File: src/rtl/mem_port_arbiter_pkg.sv
// Shared types for the instruction/data memory port arbiter: FSM states, grant owner
// and the latched memory transaction.
package mem_port_arbiter_pkg;

  typedef logic [31:0] u32;
  typedef u32          word_t;

  typedef enum logic [1:0] {
    ARB_IDLE,
    ARB_BUSY_I,
    ARB_BUSY_D,
    ARB_RESP
  } arb_state_t;

  typedef enum logic {
    OWN_I,
    OWN_D
  } arb_owner_t;

  typedef struct packed {
    logic  we;
    u32    addr;
    word_t wdata;
  } mem_txn_t;

endpackage

File: src/rtl/mem_port_arbiter.sv
// Single-ported memory shared by instruction fetch and data load/store; one access in flight,
// data preferred, fetch guaranteed a slot after MAX_DSTREAK back-to-back data grants.
module mem_port_arbiter
  import mem_port_arbiter_pkg::*;
#(
  parameter int MAX_DSTREAK = 4,
  parameter int ADDR_W      = 32,
  parameter int DATA_W      = 32
) (
  input  logic              clk,
  input  logic              reset,
  input  logic              i_req,
  input  logic [ADDR_W-1:0] i_addr,
  input  logic              i_abort,
  output logic              i_resp,
  output logic [DATA_W-1:0] i_rdata,
  input  logic              d_req,
  input  logic              d_we,
  input  logic [ADDR_W-1:0] d_addr,
  input  logic [DATA_W-1:0] d_wdata,
  output logic              d_resp,
  output logic [DATA_W-1:0] d_rdata,
  output logic              mem_req,
  output logic              mem_we,
  output logic [ADDR_W-1:0] mem_addr,
  output logic [DATA_W-1:0] mem_wdata,
  input  logic              mem_ready,
  input  logic [DATA_W-1:0] mem_rdata
);

  localparam int              SW         = $clog2(MAX_DSTREAK + 1);
  localparam logic [SW-1:0]   STREAK_MAX = SW'(MAX_DSTREAK);

  arb_state_t          state_reg, state_next;
  arb_owner_t          owner_reg;
  logic [SW-1:0]       streak_reg;
  logic                drop_reg;
  logic                we_reg;
  logic [ADDR_W-1:0]   addr_reg;
  logic [DATA_W-1:0]   wdata_reg;
  logic [DATA_W-1:0]   rdata_reg;
  logic [DATA_W-1:0]   i_rdata_reg;
  logic [DATA_W-1:0]   d_rdata_reg;
  logic                grant_i, grant_d;
  logic                resp_active;

  always_comb begin
    state_next = state_reg;
    grant_i    = 1'b0;
    grant_d    = 1'b0;
    case (state_reg)
      ARB_IDLE: begin
        if (d_req && ((streak_reg < STREAK_MAX) || !i_req)) begin
          grant_d    = 1'b1;
          state_next = ARB_BUSY_D;
        end else if (i_req && !i_abort) begin
          grant_i    = 1'b1;
          state_next = ARB_BUSY_I;
        end
      end
      ARB_BUSY_I, ARB_BUSY_D: begin
        if (mem_ready) state_next = ARB_RESP;
      end
      ARB_RESP: state_next = ARB_IDLE;
      default:  state_next = ARB_IDLE;
    endcase
  end

  // mem_req is decoded from state so an asynchronous reset drops it immediately.
  assign mem_req     = (state_reg == ARB_BUSY_I) || (state_reg == ARB_BUSY_D);
  assign mem_we      = mem_req && we_reg;
  assign mem_addr    = addr_reg;
  assign mem_wdata   = wdata_reg;

  // A fetch squashed in flight, or aborted in its response cycle, is never answered.
  assign resp_active = (state_reg == ARB_RESP);
  assign i_resp      = resp_active && (owner_reg == OWN_I) && !drop_reg && !i_abort;
  assign d_resp      = resp_active && (owner_reg == OWN_D);
  assign i_rdata     = i_resp ? rdata_reg : i_rdata_reg;
  assign d_rdata     = d_resp ? rdata_reg : d_rdata_reg;

  always_ff @(posedge clk or negedge reset) begin
    if (!reset) begin
      state_reg   <= ARB_IDLE;
      owner_reg   <= OWN_I;
      drop_reg    <= 1'b0;
      we_reg      <= 1'b0;
      addr_reg    <= '0;
      wdata_reg   <= '0;
      rdata_reg   <= '0;
      i_rdata_reg <= '0;
      d_rdata_reg <= '0;
    end else begin
      state_reg <= state_next;
      if (grant_d) begin
        owner_reg <= OWN_D;
        we_reg    <= d_we;
        addr_reg  <= d_addr;
        wdata_reg <= d_wdata;
      end else if (grant_i) begin
        owner_reg <= OWN_I;
        we_reg    <= 1'b0;
        addr_reg  <= i_addr;
        wdata_reg <= '0;
      end
      if (mem_req && mem_ready) rdata_reg <= mem_rdata;
      if ((state_reg == ARB_BUSY_I) && i_abort) begin
        drop_reg <= 1'b1;
      end else if (resp_active) begin
        drop_reg <= 1'b0;
      end
      if (i_resp) i_rdata_reg <= rdata_reg;
      if (d_resp) d_rdata_reg <= rdata_reg;
    end
  end

  // Streak counts data grants that made a waiting fetch stand aside.
  always_ff @(posedge clk or negedge reset) begin
    if (!reset) begin
      streak_reg <= '0;
    end else if (!i_req || grant_i) begin
      streak_reg <= '0;
    end else if (grant_d && (streak_reg < STREAK_MAX)) begin
      streak_reg <= streak_reg + 1'b1;
    end
  end

endmodule

File: config.mk
export PLATFORM = sky130hd
export DESIGN_NAME = mem_port_arbiter
export DESIGN_NICKNAME = d
export VERILOG_FILES = /design/src/rtl/mem_port_arbiter_pkg.sv /design/src/rtl/mem_port_arbiter.sv
export SDC_FILE = /design/constraint.sdc
export NUM_CORES = 1
export LEC_CHECK = 0
export CORE_MARGIN = 2
export CORE_UTILIZATION = 43
export DETAILED_ROUTE_END_ITERATION = 8
export GPL_TIMING_DRIVEN = 0
export PLACE_DENSITY = 0.85
export SETUP_SLACK_MARGIN = 0.3
export SLEW_MARGIN = 10
export SYNTH_ARGS = -nofsm -noshare
export SYNTH_HDL_FRONTEND = slang
export SYNTH_SLANG_ARGS = --single-unit
export TNS_END_PERCENT = 100
File: constraint.sdc
create_clock -name clk -period 1.9 [get_ports clk]
set_input_delay 0.19 -clock clk [delete_from_list [all_inputs] [get_ports clk]]
set_output_delay 0.19 -clock clk [all_outputs]
set_load 0.1 [all_outputs]
-- Word level (Yosys, flattened, before mapping)
Index checks and enable logic that the tools add are counted.
- register bits after elaboration: 168
- output and inout bits: 132
- add/sub/neg operators: 1
- magnitude comparators: 1
- equal/unequal tests: 5
- muxes and demuxes: 22
- bitwise logic cells: 1
- reductions and logical operators: 22
- operator list (operator ; count):
    $mux 32 ; 6
    $logic_and 1x1->1 ; 10
    $mux 1 ; 10
    $mux 2 ; 3
    $mux 3 ; 2
    $pmux 2 s3 ; 1
    $reduce_bool 2->1 ; 3
    $eq 2x2->1 const B ; 2
    $add 3x1->3 const B ; 1
    $logic_not 1->1 ; 3
    $logic_or 1x1->1 ; 3
    $lt 3x3->1 const B ; 1
    $ne 3x3->1 const B ; 1
    $eq 2x1->1 const B ; 1
    $logic_not 2->1 ; 1
    $ne 2x2->1 const B ; 1
    $reduce_and 2->1 ; 1
    $reduce_or 2->1 ; 1
    $not 1->1 ; 1

-- Depth between registers and ports, before layout
Gate-level depths: netlist (run 1).
- depth after elaboration: 8
- mapped depth: 8
- depth with buffers taken out: 5

-- Worst setup path after synthesis (run 1)
OpenSTA, ideal clock, no wires.
- path type: flip-flop to output port
- start point: register state_reg[0]
- end point: output port mem_we
- arrival: 2.218 ns
- slack: -0.508 ns
- stages on the path, launching flop included: 4
- path buffers: 0
- cells stage by stage: dfrtp_1 > inv_1 > ha_1 > and2_1
- longest elaborated chain between the ends: 3
- RTL lines (item ; RTL line ; text):
    start, declared ; mem_port_arbiter.sv:34 ; arb_state_t state_reg, state_next;
    start signal, assigned ; mem_port_arbiter.sv:94 ; state_reg <= state_next;
    $eq 2x1->1 / $eq 2x2->1 (equally long branches) ; mem_port_arbiter.sv:70 ; assign mem_req = (state_reg == ARB_BUSY_I) || (state_reg == ARB_BUSY_D);
    $logic_or 1x1->1 (*) ; mem_port_arbiter.sv:70 ;
    named net mem_req ; mem_port_arbiter.sv:23 ; output logic mem_req,
    $logic_and 1x1->1 (*) ; mem_port_arbiter.sv:71 ; assign mem_we = mem_req && we_reg;
    end, declared ; mem_port_arbiter.sv:24 ; output logic mem_we,
The timed path passes the listed nets; every way through them passes the cells marked *.

-- Worst setup path after layout (run 1)
- start point: register state_reg[0]
- end point: register wdata_reg[30], in the netlist mem_wdata[30]
- longest elaborated chain between the ends: 3
- RTL lines (item ; RTL line ; text):
    $logic_not 2->1 (*) ; mem_port_arbiter.sv:51 ; case (state_reg)
    $mux 1 ; mem_port_arbiter.sv:51 ;
    $mux 32 / $reduce_bool 2->1 (equally long branches) ; -- ;
    end signal, assigned ; mem_port_arbiter.sv:99 ; wdata_reg <= d_wdata;
    end, declared ; mem_port_arbiter.sv:40 ; logic [DATA_W-1:0] wdata_reg;
Mark *: on every way between the ends. The rest lies on a longest branch, timed or not.
A chain may end at the register's enable or synchronous reset.

==> results.md, run 1 <==
- Gr usage total: between 20 and 25%
- CP Data Arrival Time: between 2 and 3 ns
- Endpoint class of the critical path: flop
- R2r setup slk: -0.39 ns
- Syn-to-layout area delta: 90.3%
- WS Path Type: reg2reg
- Pin count of the biggest net entering global routing: 121
- Global-route wire length before repair: 31100 um
- Library cells used by synthesis: 28
- Vias in the first global route: between 5000 and 6000
- Met3 global-route usage: 7.03%
- Syn Area/Cell: about 14 sq um
- FMAX: ~440 MHz
- Yosys warning total: 0
- Final #Nets: 963
- Util after Layout: 83.7%
- Endpoints failing hold: 0
- Core Region: 0.0151 sq mm
- DIE WIDTH: 128 um
- Largest stage delay, worst path: approximately 0.42 ns
- Chip height: approximately 130 um
- Clk_lat worst skew: 0.42 ns
- Row count: 45
- Worst hold margin: between 0.2 and 0.3 ns
- Met2 Use GR: between 40% and 50%
- Critical Path Source Type: flop
- WP data required: 2.21 ns
- Clk_skew: 0.00864 ns
- Commonest non-fill, non-tap cells in the layout: dfrtp_1, clkdlybuf4s50_1, mux2_4, buf_12, clkdlybuf4s15_2
- Placed Instance Area: 0.00987 sq mm
- Busiest grt layer: met2
- FF-to-FF path depth: 16
- R2r startpoint: state_reg[0]
- Fill count: 677
- CTS tree: done
- Diodes inserted: 0
- HPWL Detailed: between 10000 and 15000 um
- Die area: 0.0165 sq mm
- Reg2Reg Capture Point: mem_wdata[30]
- Vias/cell: 5.21
- Slowest CP cell: dfrtp_1
- WL per Instance: 22.3 um
- Start point of the critical path: state_reg[0]
- Ports: 267
- RSZ-0062 raised after global routing: yes
- Slew HR: 59.2%
- Final setup fails: 171
- Initial antenna violation count: 0
- GRT met1 Usage: ~29%
- Global route total overflow: 0
- Max cap viols: 0
- Initial DRC count: 279
- Total Wirelength: 22900 um
- Final max-slew violation count: 0
- Sequential area share after synthesis: 63.1%
- Synthesized cell area: around 0.0067 sq mm
- Clock root cell: clkbuf_16
- Post-Synthesis Net Count: 602
- Failing checks: setup timing
- Max clock buf depth: 2
- Vias post-DR: between 5000 and 6000
- Critical Path Most Common Cell: buf_6
- CP cell instances: buf_6 -> buf_6 -> buf_6 -> buf_6 -> buf_6 -> buf_6 -> inv_4 -> ha_4 -> buf_8 -> buf_12 -> buf_12 -> and2_4 -> buf_12 -> buf_6 -> buf_8 -> a22o_1
- Post-synth ARST share: 100%
- Pre-antenna DRT Iters: 4
- Post-synthesis cell count: 463
- Port bufs: 266
- Commonest non-fill, non-tap cell in the layout: dfrtp_1
- Status: finished with violations
- Final worst path period share: 121%
- Layout cell share with drive strength beyond 1: 47.1%
- Routed Antenna Nets: 0
- Final WS setup: -0.394 ns
- Clock slew at reported path FFs: 0.06 ns
- Hold WC Path Type: in2async
- CTS sink cnt: 168
- Final Cell Area: 0.0127 sq mm
- Worst slew pin tran: 0.612 ns
- Synth Flop Type: dfrtp_1
- Routability cong.: around 0.81
- Worst Setup EP: mem_wdata[30]
- Register bit total from synthesis: ~170
- Post-synth EDFFs: 0
- Starting Density: 44.0%
- Period minus WS final: 2.29 ns
- Cts bufs inserted: 17
- H-tree depth: 4
- DRC: 0
- Highest fanout seen on the critical path: 9
==> worst max-delay path: cells and delay by family, from the launching register on <==
family,cells,cell delay (ns)
compound gates,1,0.19
buf+inv,13,1.29
fa+ha+maj,1,0.15
simple gates,1,0.14
flops,1,0.42
==> worst min path at each step <==
stage,startpoint,end,slack [ns],depth (start not counted)
after floorplan,reset,d_rdata_reg[0],-0.11,0
after global placement,mem_addr[11],mem_addr[11],0.46,2
after detailed placement,reset,d_rdata_reg[16],0.12,1
after CTS,reset,d_rdata_reg[16],0.27,2
after global routing,reset,i_rdata_reg[16],0.28,2
final,reset,i_rdata_reg[16],0.26,2
==> stage by stage <==
stage	instances	TNS, ns	worst slack [ns]
finish	1024	-50.46	-0.394
global route	1024	-61.61	-0.472
CTS	990	-40.03	-0.365
detailed placement	918	-68.75	-1.24
global placement	917	-1012.17	-5.64
floorplan	463	-0.00873	-0.000969
==> Yosys cell counts (2+ instances only) <==
| library cell | count | share of area [%] |
|---|---|---|
| buf_6 | 6 | 1.0 |
| a22o_1 | 34 | 4.5 |
| nor2b_1 | 2 | 0.19 |
| o21ai_1 | 5 | 0.38 |
| o21ai_0 | 30 | 2.3 |
| mux2i_1 | 34 | 5.1 |
| and2_1 | 2 | 0.19 |
| buf_4 | 5 | 0.56 |
| inv_1 | 4 | 0.23 |
| ha_1 | 4 | 0.75 |
| a21oi_1 | 2 | 0.15 |
| clkbuf_1 | 3 | 0.17 |
| buf_2 | 13 | 0.98 |
| mux2_2 | 95 | 16 |
| dfrtp_1 | 168 | 63 |
| nand2_1 | 41 | 2.3 |
| nor2_1 | 4 | 0.23 |
==> routing by layer <==
| layer | vias up | wire length (um) |
|---|---|---|
| met1 | 2720 | 8870 |
| met4 | 0 | 541 |
| met5 | - | 0 |
| met3 | 40 | 1410 |
| li1 | 2362 | - |
| met2 | 217 | 12100 |
==> cells by family (layout without fill, tap and decap cells) <==
| group | Yosys count | in the layout | share of synthesized area, % |
|---|---|---|---|
| AO/OA/AOI/OAI | 75 | 76 | 8.00 |
| adder cells (fa/ha/maj) | 4 | 4 | 0.751 |
| buffers and inverters | 31 | 403 | 2.95 |
| XOR/XNOR | 1 | 1 | 0.132 |
| AND/OR/NAND/NOR | 54 | 54 | 3.70 |
| multiplexers | 130 | 130 | 21.3 |
| flip-flops | 168 | 168 | 63.1 |
==> area by class of cell <==
cell class / count / area [sq um] / share of cell area [%]
clock buffer: 24 / 482 / 3.80
clock inverter: 7 / 68.8 / 0.543
timing repair buffer: 342 / 4410 / 34.8
inverter: 4 / 21.3 / 0.168
sequential: 168 / 4200 / 33.2
buffer: 26 / 422 / 3.33
tap: 188 / 235 / 1.86
multi-input combinational: 265 / 2830 / 22.3
==> timing repair <==
action / in CTS / in global routing
setup buffers: 31 / 28
setup endpoints to repair: 254 / 204
hold buffers: 1 / 0
endpoints found under the hold margin: 48 / 0
resized for setup: 830 / 176
gates cloned: 10 / 6
pin swaps: 8 / 21
Power of run 1 is not shown: default switching activity piles up to over one toggle a cycle in this logic, so the estimate is an artifact.
==> run 2, diff against run 1 <==
--- a/config.mk
+++ b/config.mk
@@ -5,12 +5,14 @@
 export SDC_FILE = /design/constraint.sdc
 export NUM_CORES = 1
 export LEC_CHECK = 0
+export ABC_AREA = 0
 export CORE_MARGIN = 2
 export CORE_UTILIZATION = 43
 export DETAILED_ROUTE_END_ITERATION = 8
 export GPL_TIMING_DRIVEN = 0
 export PLACE_DENSITY = 0.85
 export SETUP_SLACK_MARGIN = 0.3
+export SKIP_LAST_GASP = 1
 export SLEW_MARGIN = 10
 export SYNTH_ARGS = -nofsm -noshare
 export SYNTH_HDL_FRONTEND = slang
==> run 2 against run 1 <==
The flow still finishes with violations (setup timing). Routed wire length up 4.4%. Design area is essentially flat. Maximum frequency fell by 0.98%. Hold slack got worse by 0.00079 ns. Setup slack worse by 0.023 ns. Clock skew increased by 0.00078 ns. Non-clock buffer count is 2 lower. Final cell count fell by 0.20%. Count of clock-buffer cells in the layout stayed put. Utilization about the same. First-iteration DRC count fell by 3.6%. Die area unchanged.
==> results.md, run 2 (same netlist as run 1, synthesis figures left out) <==
- Chip height: 128 um (unchanged)
- Largest stage delay, worst path: 0.43 ns (about the same)
- Worst slew pin tran: 0.613 ns (+0.000974 ns)
- Highest fanout seen on the critical path: 9 (unchanged)
- CP cell instances: buf_6 -> buf_6 -> buf_6 -> buf_6 -> buf_6 -> buf_6 -> inv_4 -> ha_4 -> buf_8 -> buf_12 -> buf_12 -> and2_4 -> buf_12 -> buf_6 -> buf_8 -> a22o_1
- Met1 Wirelength: 9140 um (+3.0%)
- Total Wirelength: 23900 um (+4.4%)
- Final Cell Area: 0.0127 sq mm (about the same)
- Met3 routed WL: 1540 um (+9.3%)
- Status: finished with violations
- Global-route wire length before repair: 30200 um (-3.0%)
- Max clock buf depth: 2 (unchanged)
- Port bufs: 266 (unchanged)
- Worst Setup EP: mem_wdata[26]
- Clk_skew: 0.00943 ns (+0.000784 ns)
- Vias/cell: 5.33 (+2.2%)
- CP Data Arrival Time: 2.62 ns (+0.02 ns)
- WP data required: 2.21 ns (about the same)
- Final #Nets: 961 (-0.21%)
- Core Region: 0.0151 sq mm (unchanged)
- Global route total overflow: 0 (unchanged)
- Bufs and invs on worst path: 13 (unchanged)
- Initial DRC count: 269 (-3.6%)
- Failing checks: setup timing
- Layout cell share with drive strength beyond 1: 50.7% (+3.6 points)
- RSZ-0062 raised after global routing: yes
- WS Path Type: reg2reg
- H-tree depth: 4 (unchanged)
- Initial antenna violation count: 0 (unchanged)
- DRC: 0 (unchanged)
- FF-to-FF path depth: 16 (unchanged)
- Die area: 0.0165 sq mm (unchanged)
- Diodes inserted: 0 (unchanged)
- Commonest non-fill, non-tap cell in the layout: dfrtp_1
- Endpoint class of the critical path: flop
- Endpoints failing hold: 0 (unchanged)
- Routed Antenna Nets: 0 (unchanged)
- Multi-input logic area: 0.00300 sq mm (+6.1%)
- Final setup fails: 170 (-0.58%)
- HPWL Detailed: 12700 um (unchanged)
- CTS sink cnt: 168 (unchanged)
- R2r startpoint: state_reg[0]
- Pre-antenna DRT Iters: 5 (+1)
- Setup TNS Final: -52.21 ns (-1.74 ns)
- Uppermost layer routed: met4
- Clock root cell: clkbuf_16
- FMAX: 432 MHz (-0.98%)
- Reg area: 0.00420 sq mm (unchanged)
- Reg2Reg Capture Point: mem_wdata[26]
- Slew HR: 59.2% (-0.065 points)
- Critical Path Most Common Cell: buf_6
- Clk_lat worst skew: 0.43 ns (about the same)
- CTS tree: done
- DIE WIDTH: 128 um (unchanged)
- CP delay by family, top: buffers and inverters
- Gr usage total: 24.0% (-0.63 points)
- Final WS setup: -0.417 ns (-0.0227 ns)
- Placed Instance Area: 0.00987 sq mm (unchanged)
- Row count: 45 (unchanged)
- Start point of the critical path: state_reg[0]
- R2r setup slk: -0.42 ns (-0.02 ns)
- Fin cells: 1022 (-0.20%)
- Starting Density: 44.0% (unchanged)
- Syn-to-layout area delta: 90.2% (about the same)
- Max cap viols: 0 (unchanged)
- Placed cells: 918 (unchanged)
- Ports: 267 (unchanged)
- Commonest non-fill, non-tap cells in the layout: dfrtp_1, clkdlybuf4s50_1, mux2_4, buf_12, clkdlybuf4s15_2
- Final worst path period share: 122% (+1.2 points)
- Fill count: 665 (-1.8%)
- Met2 WL: 12600 um (+4.9%)
- Critical Path Source Type: flop
- Vias post-DR: 5445 (+2.0%)
- WL per Instance: 23.4 um (+4.6%)
- Pin count of the biggest net entering global routing: 121 (unchanged)
- Crit path depth: 16 (unchanged)
- Cts bufs inserted: 17 (unchanged)
- Vias in the first global route: 5662 (-1.0%)
- Period minus WS final: 2.32 ns (+0.0227 ns)
- Slowest CP cell: dfrtp_1
- Final max-slew violation count: 0 (unchanged)
- Hold WC Path Type: in2async
- Clock slew at reported path FFs: 0.06 ns (about the same)
- Routability cong.: 0.814 (unchanged)
run 2: changes by cell type in the layout (fill, tap and decap cells not counted), moves of 3 or more:
cell / previous run / this run
buf_12: 87 / 63
nand2_1: 34 / 17
buf_8: 8 / 22
nand2_2: 5 / 14
o21ai_1: 30 / 21
o21ai_2: 3 / 12
nand2_4: 0 / 8
buf_6: 31 / 38
mux2i_1: 24 / 18
mux2i_4: 4 / 9
clkdlybuf4s15_2: 62 / 59
clkdlybuf4s18_2: 0 / 3
run 2: metal layers:
metal,GRT usage [%],vias to the layer above
met1,28.6,2791
met2,42.1,247
met4,6.08,0
met3,7.82,44
li1,-,2363
met5,0,-
run 2: worst min-delay path by stage:
stage / startpoint / end / slack [ns] / cells after the start
final: reset / d_rdata_reg[12] / 0.26 / 2
after CTS: reset / d_rdata_reg[16] / 0.27 / 2
after detailed placement: reset / d_rdata_reg[16] / 0.12 / 1
after floorplan: reset / d_rdata_reg[0] / -0.11 / 0
after global routing: reset / d_rdata_reg[16] / 0.28 / 2
after global placement: mem_addr[11] / mem_addr[11] / 0.46 / 2
run 2: layout make-up:
class	count	area share (%)
repair buffers	341	33.4
flip-flops and latches	168	33.2
multi-input cells	265	23.7
clock buffers	24	3.80
plain buffers	25	3.35
well taps	188	1.86
clock inverters	7	0.543
inverters	4	0.168
run 2: timing repair:
item / CTS / global route
setup buffers: 31 / 26
gates resized for setup: 757 / 258
hold buffers: 1 / 0
hold endpoints to repair: 48 / 0
setup endpoints to repair: 254 / 207
pin swaps: 6 / 33
gates cloned: 10 / 7
run 2: metrics by stage:
step | worst slack, ns | hold WS [ns] | util, %
after floorplan | -0.000969 | -0.106 | -
after global routing | -0.493 | 0.280 | 83.7
after CTS | -0.367 | 0.269 | 75.0
final | -0.417 | 0.263 | 83.7
after detailed placement | -1.24 | 0.116 | 65.2
after global placement | -5.64 | 0.462 | 64.9
Power of run 2 is left out for the same reason.
==> run 3, diff against run 2 <==
--- a/config.mk
+++ b/config.mk
@@ -7,10 +7,10 @@
 export LEC_CHECK = 0
 export ABC_AREA = 0
 export CORE_MARGIN = 2
-export CORE_UTILIZATION = 43
+export CORE_UTILIZATION = 35
 export DETAILED_ROUTE_END_ITERATION = 8
 export GPL_TIMING_DRIVEN = 0
-export PLACE_DENSITY = 0.85
+export PLACE_DENSITY = 0.72
 export SETUP_SLACK_MARGIN = 0.3
 export SKIP_LAST_GASP = 1
 export SLEW_MARGIN = 10
==> run 3 against run 2 <==
The run still ends with setup timing left. First-iteration DRC count decreased by 29%. Clock skew grew 0.0010 ns. Sequential share of layout area rose by 3.4 points. Critical path depth down 10.
==> results.md, run 3 (same netlist as run 1, synthesis figures left out) <==
- Reg area: 0.00420 sq mm (unchanged)
- Worst slew pin tran: 0.675 ns (+0.0622 ns)
- Vias post-DR: 4918 (-9.7%)
- Max clock buf depth: 2 (unchanged)
- Initial DRC count: 190 (-29%)
- DRC: 0 (unchanged)
- Clk_skew: 0.0105 ns (+0.00105 ns)
- Chip height: 142 um (+11%)
- GRT met1 Usage: 22.8% (-5.8 points)
- R2r setup slk: 0.02 ns (+0.44 ns)
- Max cap viols: 0 (unchanged)
- Die area: 0.0201 sq mm (+22%)
- Commonest non-fill, non-tap cell in the layout: dfrtp_1
- Clock slew at reported path FFs: 0.06 ns (about the same)
- Final setup fails: 67 (-61%)
- WP data required: 1.71 ns (-0.50 ns)
- FMAX: 448 MHz (+3.8%)
- Final WS setup: -0.332 ns (+0.0850 ns)
- Clk_lat worst skew: 0.41 ns (-0.02 ns)
- CTS tree: done
- Clock root cell: clkbuf_16
- Commonest non-fill, non-tap cells in the layout: dfrtp_1, clkdlybuf4s50_1, mux2_4, clkdlybuf4s15_2, buf_4
- Final Cell Area: 0.0115 sq mm (-9.3%)
- CP Data Arrival Time: 2.04 ns (-0.58 ns)
- CTS sink cnt: 168 (unchanged)
- Multi-input logic area: 0.00264 sq mm (-12%)
- FF-to-FF path depth: 9 (-7)
- Endpoint class of the critical path: output port
- Placed Instance Area: 0.00993 sq mm (+0.58%)
- H-tree depth: 4 (unchanged)
- Hold WC Path Type: in2reg
- Busiest grt layer: met2
- Global route total overflow: 0 (unchanged)
- Final worst path period share: 117% (-4.5 points)
- Core Region: 0.0187 sq mm (+24%)
- Failing checks: setup timing
- Met3 global-route usage: 5.28% (-2.5 points)
- Final max-slew violation count: 0 (unchanged)
- Period minus WS final: 2.23 ns (-0.0850 ns)
- Ports: 267 (unchanged)
- DIE WIDTH: 142 um (+11%)
- Highest fanout seen on the critical path: 10 (+1)
- Total Wirelength: 19000 um (-20%)
- Vias in the first global route: 5354 (-5.4%)
- WL per Instance: 18.5 um (-21%)
- Vias/cell: 4.77 (-10%)
- HPWL Detailed: 12900 um (+1.0%)
- Critical Path Source Type: flop
- Routability cong.: 0.766 (-5.9%)
- Final #Nets: 926 (-3.6%)
- Layout cell share with drive strength beyond 1: 43.2% (-7.6 points)
- Status: finished with violations
- Largest stage delay, worst path: 0.40 ns (-0.03 ns)
- Fill count: 1407 (+110%)
- WS Path Type: reg2out
- RSZ-0062 raised after global routing: yes
- Cts bufs inserted: 17 (unchanged)
- Met2 Use GR: 31.0% (-11 points)
- Diodes inserted: 0 (unchanged)
- Port bufs: 266 (unchanged)
- Slew HR: 55.0% (-4.1 points)
- Global-route wire length before repair: 28500 um (-5.6%)
- Slowest CP cell: dfrtp_1
- Row count: 50 (+11%)
- Pin count of the biggest net entering global routing: 91 (-25%)
- Pre-antenna DRT Iters: 6 (+1)
- Gr usage total: 18.1% (-5.9 points)
- Initial antenna violation count: 0 (unchanged)
- Routed Antenna Nets: 0 (unchanged)
- Starting Density: 35.6% (-8.4 points)
- Endpoints failing hold: 0 (unchanged)
- Syn-to-layout area delta: 72.5%
- CP cell instances: ha_4 -> nor4b_4 -> buf_6 -> buf_12 -> mux2_4 -> buf_8
- Worst hold path cell count: 2
-- run 3: cell types whose count changed in the layout (fill, tap and decap cells not counted), moves of 10 or more --
cell	previous run	this run
o21ai_0	2	16
mux2i_1	18	28
buf_8	22	37
buf_4	30	51
buf_6	38	13
mux2_2	3	26
mux2_4	93	70
nand2_1	17	38
buf_12	63	19
nand2_2	14	2
-- run 3: final timing paths --
check,to,from
max reg2reg,rdata_reg[13],state_reg[0]
min in group asynchronous,i_rdata_reg[18],reset
min reg2reg,mem_addr[16],mem_addr[16]
min,mem_wdata[26],d_wdata[26]
max in group asynchronous,d_rdata_reg[2],reset
max,i_rdata[15],state_reg[0]
-- run 3: area by class of cell --
class	count	area share, %
well taps	234	2.55
plain buffers	27	3.40
flip-flops and latches	168	36.6
repair buffers	304	29.3
inverters	4	0.163
clock buffers	21	3.92
multi-input cells	265	22.9
clock inverters	8	1.09
-- run 3: routing by layer --
layer	part of all wire [%]	vias to the layer above	wire (um)
li1	-	2284	-
met3	5.9	18	1120
met5	0	-	0
met2	51	189	9710
met1	42	2427	7940
met4	1.4	0	257
-- run 3: stage by stage --
| stage | setup slack (ns) | utilization [%] | std cells | setup TNS, ns | hold WS (ns) |
|---|---|---|---|---|---|
| final | -0.332 | 61.4 | 1031 | -18.78 | 0.373 |
| after global routing | -0.428 | 61.4 | 1031 | -25.54 | 0.359 |
| after CTS | -0.364 | 59.0 | 1010 | -21.08 | 0.354 |
| after detailed placement | -1.24 | 53.1 | 964 | -69.96 | 0.244 |
| after global placement | -5.65 | 52.9 | 963 | -1016.42 | 0.465 |
| after floorplan | -0.000969 | - | 463 | -0.00873 | -0.106 |
-- run 3: repair_timing --
action,in CTS,in global routing
endpoints found under the setup margin,288,198
cloned,4,6
resized for setup,710,75
endpoints found under the hold margin,89,0
setup buffers,12,15
pin swaps,2,1
hold buffers,1,0
-- run 3: critical path, delay by kind of cell (launching register included) --
kind                       cells  cell delay, ns
muxes                          1            0.33
adders and majority gates      1            0.17
DFF                            1            0.40
buffers and inverters          3            0.53
and+or+nand+nor                1            0.20
Power of run 3 is left out for the same reason.
==> edit (settings of run 3) <==
Set the parameter `MAX_DSTREAK` to 2 (it was 4).
--- a/src/rtl/mem_port_arbiter.sv
+++ b/src/rtl/mem_port_arbiter.sv
@@ -3,7 +3,7 @@
 module mem_port_arbiter
   import mem_port_arbiter_pkg::*;
 #(
-  parameter int MAX_DSTREAK = 4,
+  parameter int MAX_DSTREAK = 2,
   parameter int ADDR_W      = 32,
   parameter int DATA_W      = 32
 ) (
Check against the original RTL: not equivalent (Yosys sat finds a counterexample within 10 cycles, from zero or initial values and one cycle with reset low).
==> edit against run 3 <==
  * The run still ends with setup timing left
  * Global-route usage increased by 1.1 points
  * Area after synthesis decreased by 0.94%
  * Sequential share of layout area decreased by 0.15 points
  * Worst setup slack got worse by 31 ps
  * Sequential cell count decreased by 1
  * Final area decreased by 0.19%
  * Routed wire length increased by 2.1%
  * Core utilization increased by 0.30 points
  * Maximum frequency decreased by 1.4%
Power is left out: the tool's default activity adds up to more than one toggle a clock period on the data nets, which glitch-free logic cannot reach.
==> edit: results (changes against run 3) <==
.. list-table::
   :header-rows: 1

   * - Metric
     - Value
   * - Status
     - complete, but fails checks
   * - Violated checks
     - setup timing
   * - Signal arrival time at the worst endpoint
     - 2070 ps (+30 ps)
   * - Count of non-filler cells in the finished layout
     - 1027 (-0.39%)
   * - Mean cell area of the mapped netlist
     - 14.4 um2 (+0.36%)
   * - CP Capture Point
     - i_rdata[5]
   * - Maximum number of pins on one net before global-route repair
     - 88 (-3.3%)
   * - First-pass GRT wire length
     - 29.8 mm (+4.5%)
   * - CP startpoint
     - state_reg[1]
   * - Share of layout cells above drive strength 1
     - 0.431 (about the same)
   * - Worst Slack Setup Final
     - -363 ps (-30.9 ps)
   * - Final Skew
     - 9.56 ps (-0.911 ps)
   * - Path class of the lowest-slack min-delay path
     - primary input to asynchronous set/reset pin
   * - DRT Pass-1 Iters
     - 4 (-2)
   * - Global-route total usage across every layer
     - 0.192 (+0.0114)
   * - Clock root buffer
     - sky130_fd_sc_hd__clkbuf_16
   * - Minimum setup slack after placement
     - -1260 ps (-21.7 ps)
   * - Most common library cells after synthesis
     - sky130_fd_sc_hd__dfrtp_1, sky130_fd_sc_hd__mux2_2, sky130_fd_sc_hd__nand2_1
   * - Final total negative setup slack
     - -15640 ps (+3150 ps)
   * - Reg2reg path depth
     - 10 (+1)
   * - Reg2reg setup slack
     - 90 ps (+70 ps)
   * - Top cells by area, synth
     - sky130_fd_sc_hd__dfrtp_1, sky130_fd_sc_hd__mux2_2, sky130_fd_sc_hd__mux2i_1, sky130_fd_sc_hd__a22o_1, sky130_fd_sc_hd__nand2_1
   * - Total detailed-routing wirelength
     - 19.4 mm (+2.1%)
   * - DRC violation total after the first TritonRoute iteration
     - 187 (-1.6%)
   * - Sequential cell area fraction in the yosys report
     - 0.633 (+0.00219)
   * - Number of failing setup endpoints in the final timing report
     - 65 (-3.0%)
   * - Synth Net Count
     - 595 (-1.2%)
   * - Clock Path Buffers
     - 2 (unchanged)
   * - Antenna violations before repair
     - 0 (unchanged)
   * - Number of placed instances, taps included
     - 958 (-0.62%)
   * - Post-synthesis async set-or-reset flop share
     - 1.00 (unchanged)
   * - Dpl cell area
     - 9860 um2 (-0.63%)
   * - Number of distinct library cells after synthesis
     - 31 (+11%)
   * - Via count of the first global-routing pass
     - 5404 (+0.93%)
   * - Via total after detailed routing
     - 4941 (+0.47%)
   * - RePlAce Congestion
     - 0.765 (-0.20%)
   * - Worst reg2reg endpoint
     - mem_addr[28]
   * - Rel. slew slack
     - 0.541 (-0.00910)
   * - Layout net count
     - 918 (-0.86%)
   * - Placed wire-length estimate
     - 13.3 mm (+3.3%)
-- edit: cell count changes after synthesis, sizes merged, moves of 2 or more --
cell / delta
a21o: +2
nand2: -6
a311oi: +2
inv: +2
mux2i: -2
-- edit: per-layer routing --
layer  routed length, um  global-route usage
met2                9960               0.334
met4                 474              0.0674
met3                1350              0.0614
met5                   0                   0
met1                7660               0.225
-- edit: worst min-delay path by stage --
| stage | end | cells after the start | startpoint | slack (ps) |
|---|---|---|---|---|
| final | d_rdata_reg[5] | 2 | reset | 350 |
| after global routing | mem_wdata[5] | 2 | d_wdata[5] | 350 |
| after CTS | mem_wdata[26] | 2 | d_wdata[26] | 340 |
| after detailed placement | i_rdata_reg[4] | 1 | reset | 240 |
| after global placement | mem_addr[20] | 2 | mem_addr[20] | 470 |
| after floorplan | d_rdata_reg[0] | 0 | reset | -110 |
-- edit: layout make-up --
cell class / instances / area, um2
Fill cell: 1367 / 7110
Buffer: 27 / 362
Clock buffer: 18 / 429
Tap cell: 234 / 293
Timing Repair Buffer: 304 / 3510
Multi-Input combinational cell: 257 / 2530
Inverter: 6 / 26.3
Clock inverter: 14 / 139
Sequential cell: 167 / 4180
-- edit: what timing repair did --
item                                    in CTS  in global routing
pin swaps                                    1                  1
hold buffers                                 1                  0
gates resized for setup                    744                 49
endpoints found under the hold margin       86                  0
gates cloned                                 5                  1
buffers inserted                            19                 11
endpoints found under the setup margin     259                195
-- edit: cell families after synthesis --
family                   after synthesis  synth area share
AND/OR/NAND/NOR                       48            0.0332
AO/OA/AOI/OAI                         78            0.0827
flip-flops                           167             0.633
adder cells (fa/ha/maj)                3           0.00569
multiplexers                         128             0.212
buffers and inverters                 33            0.0326
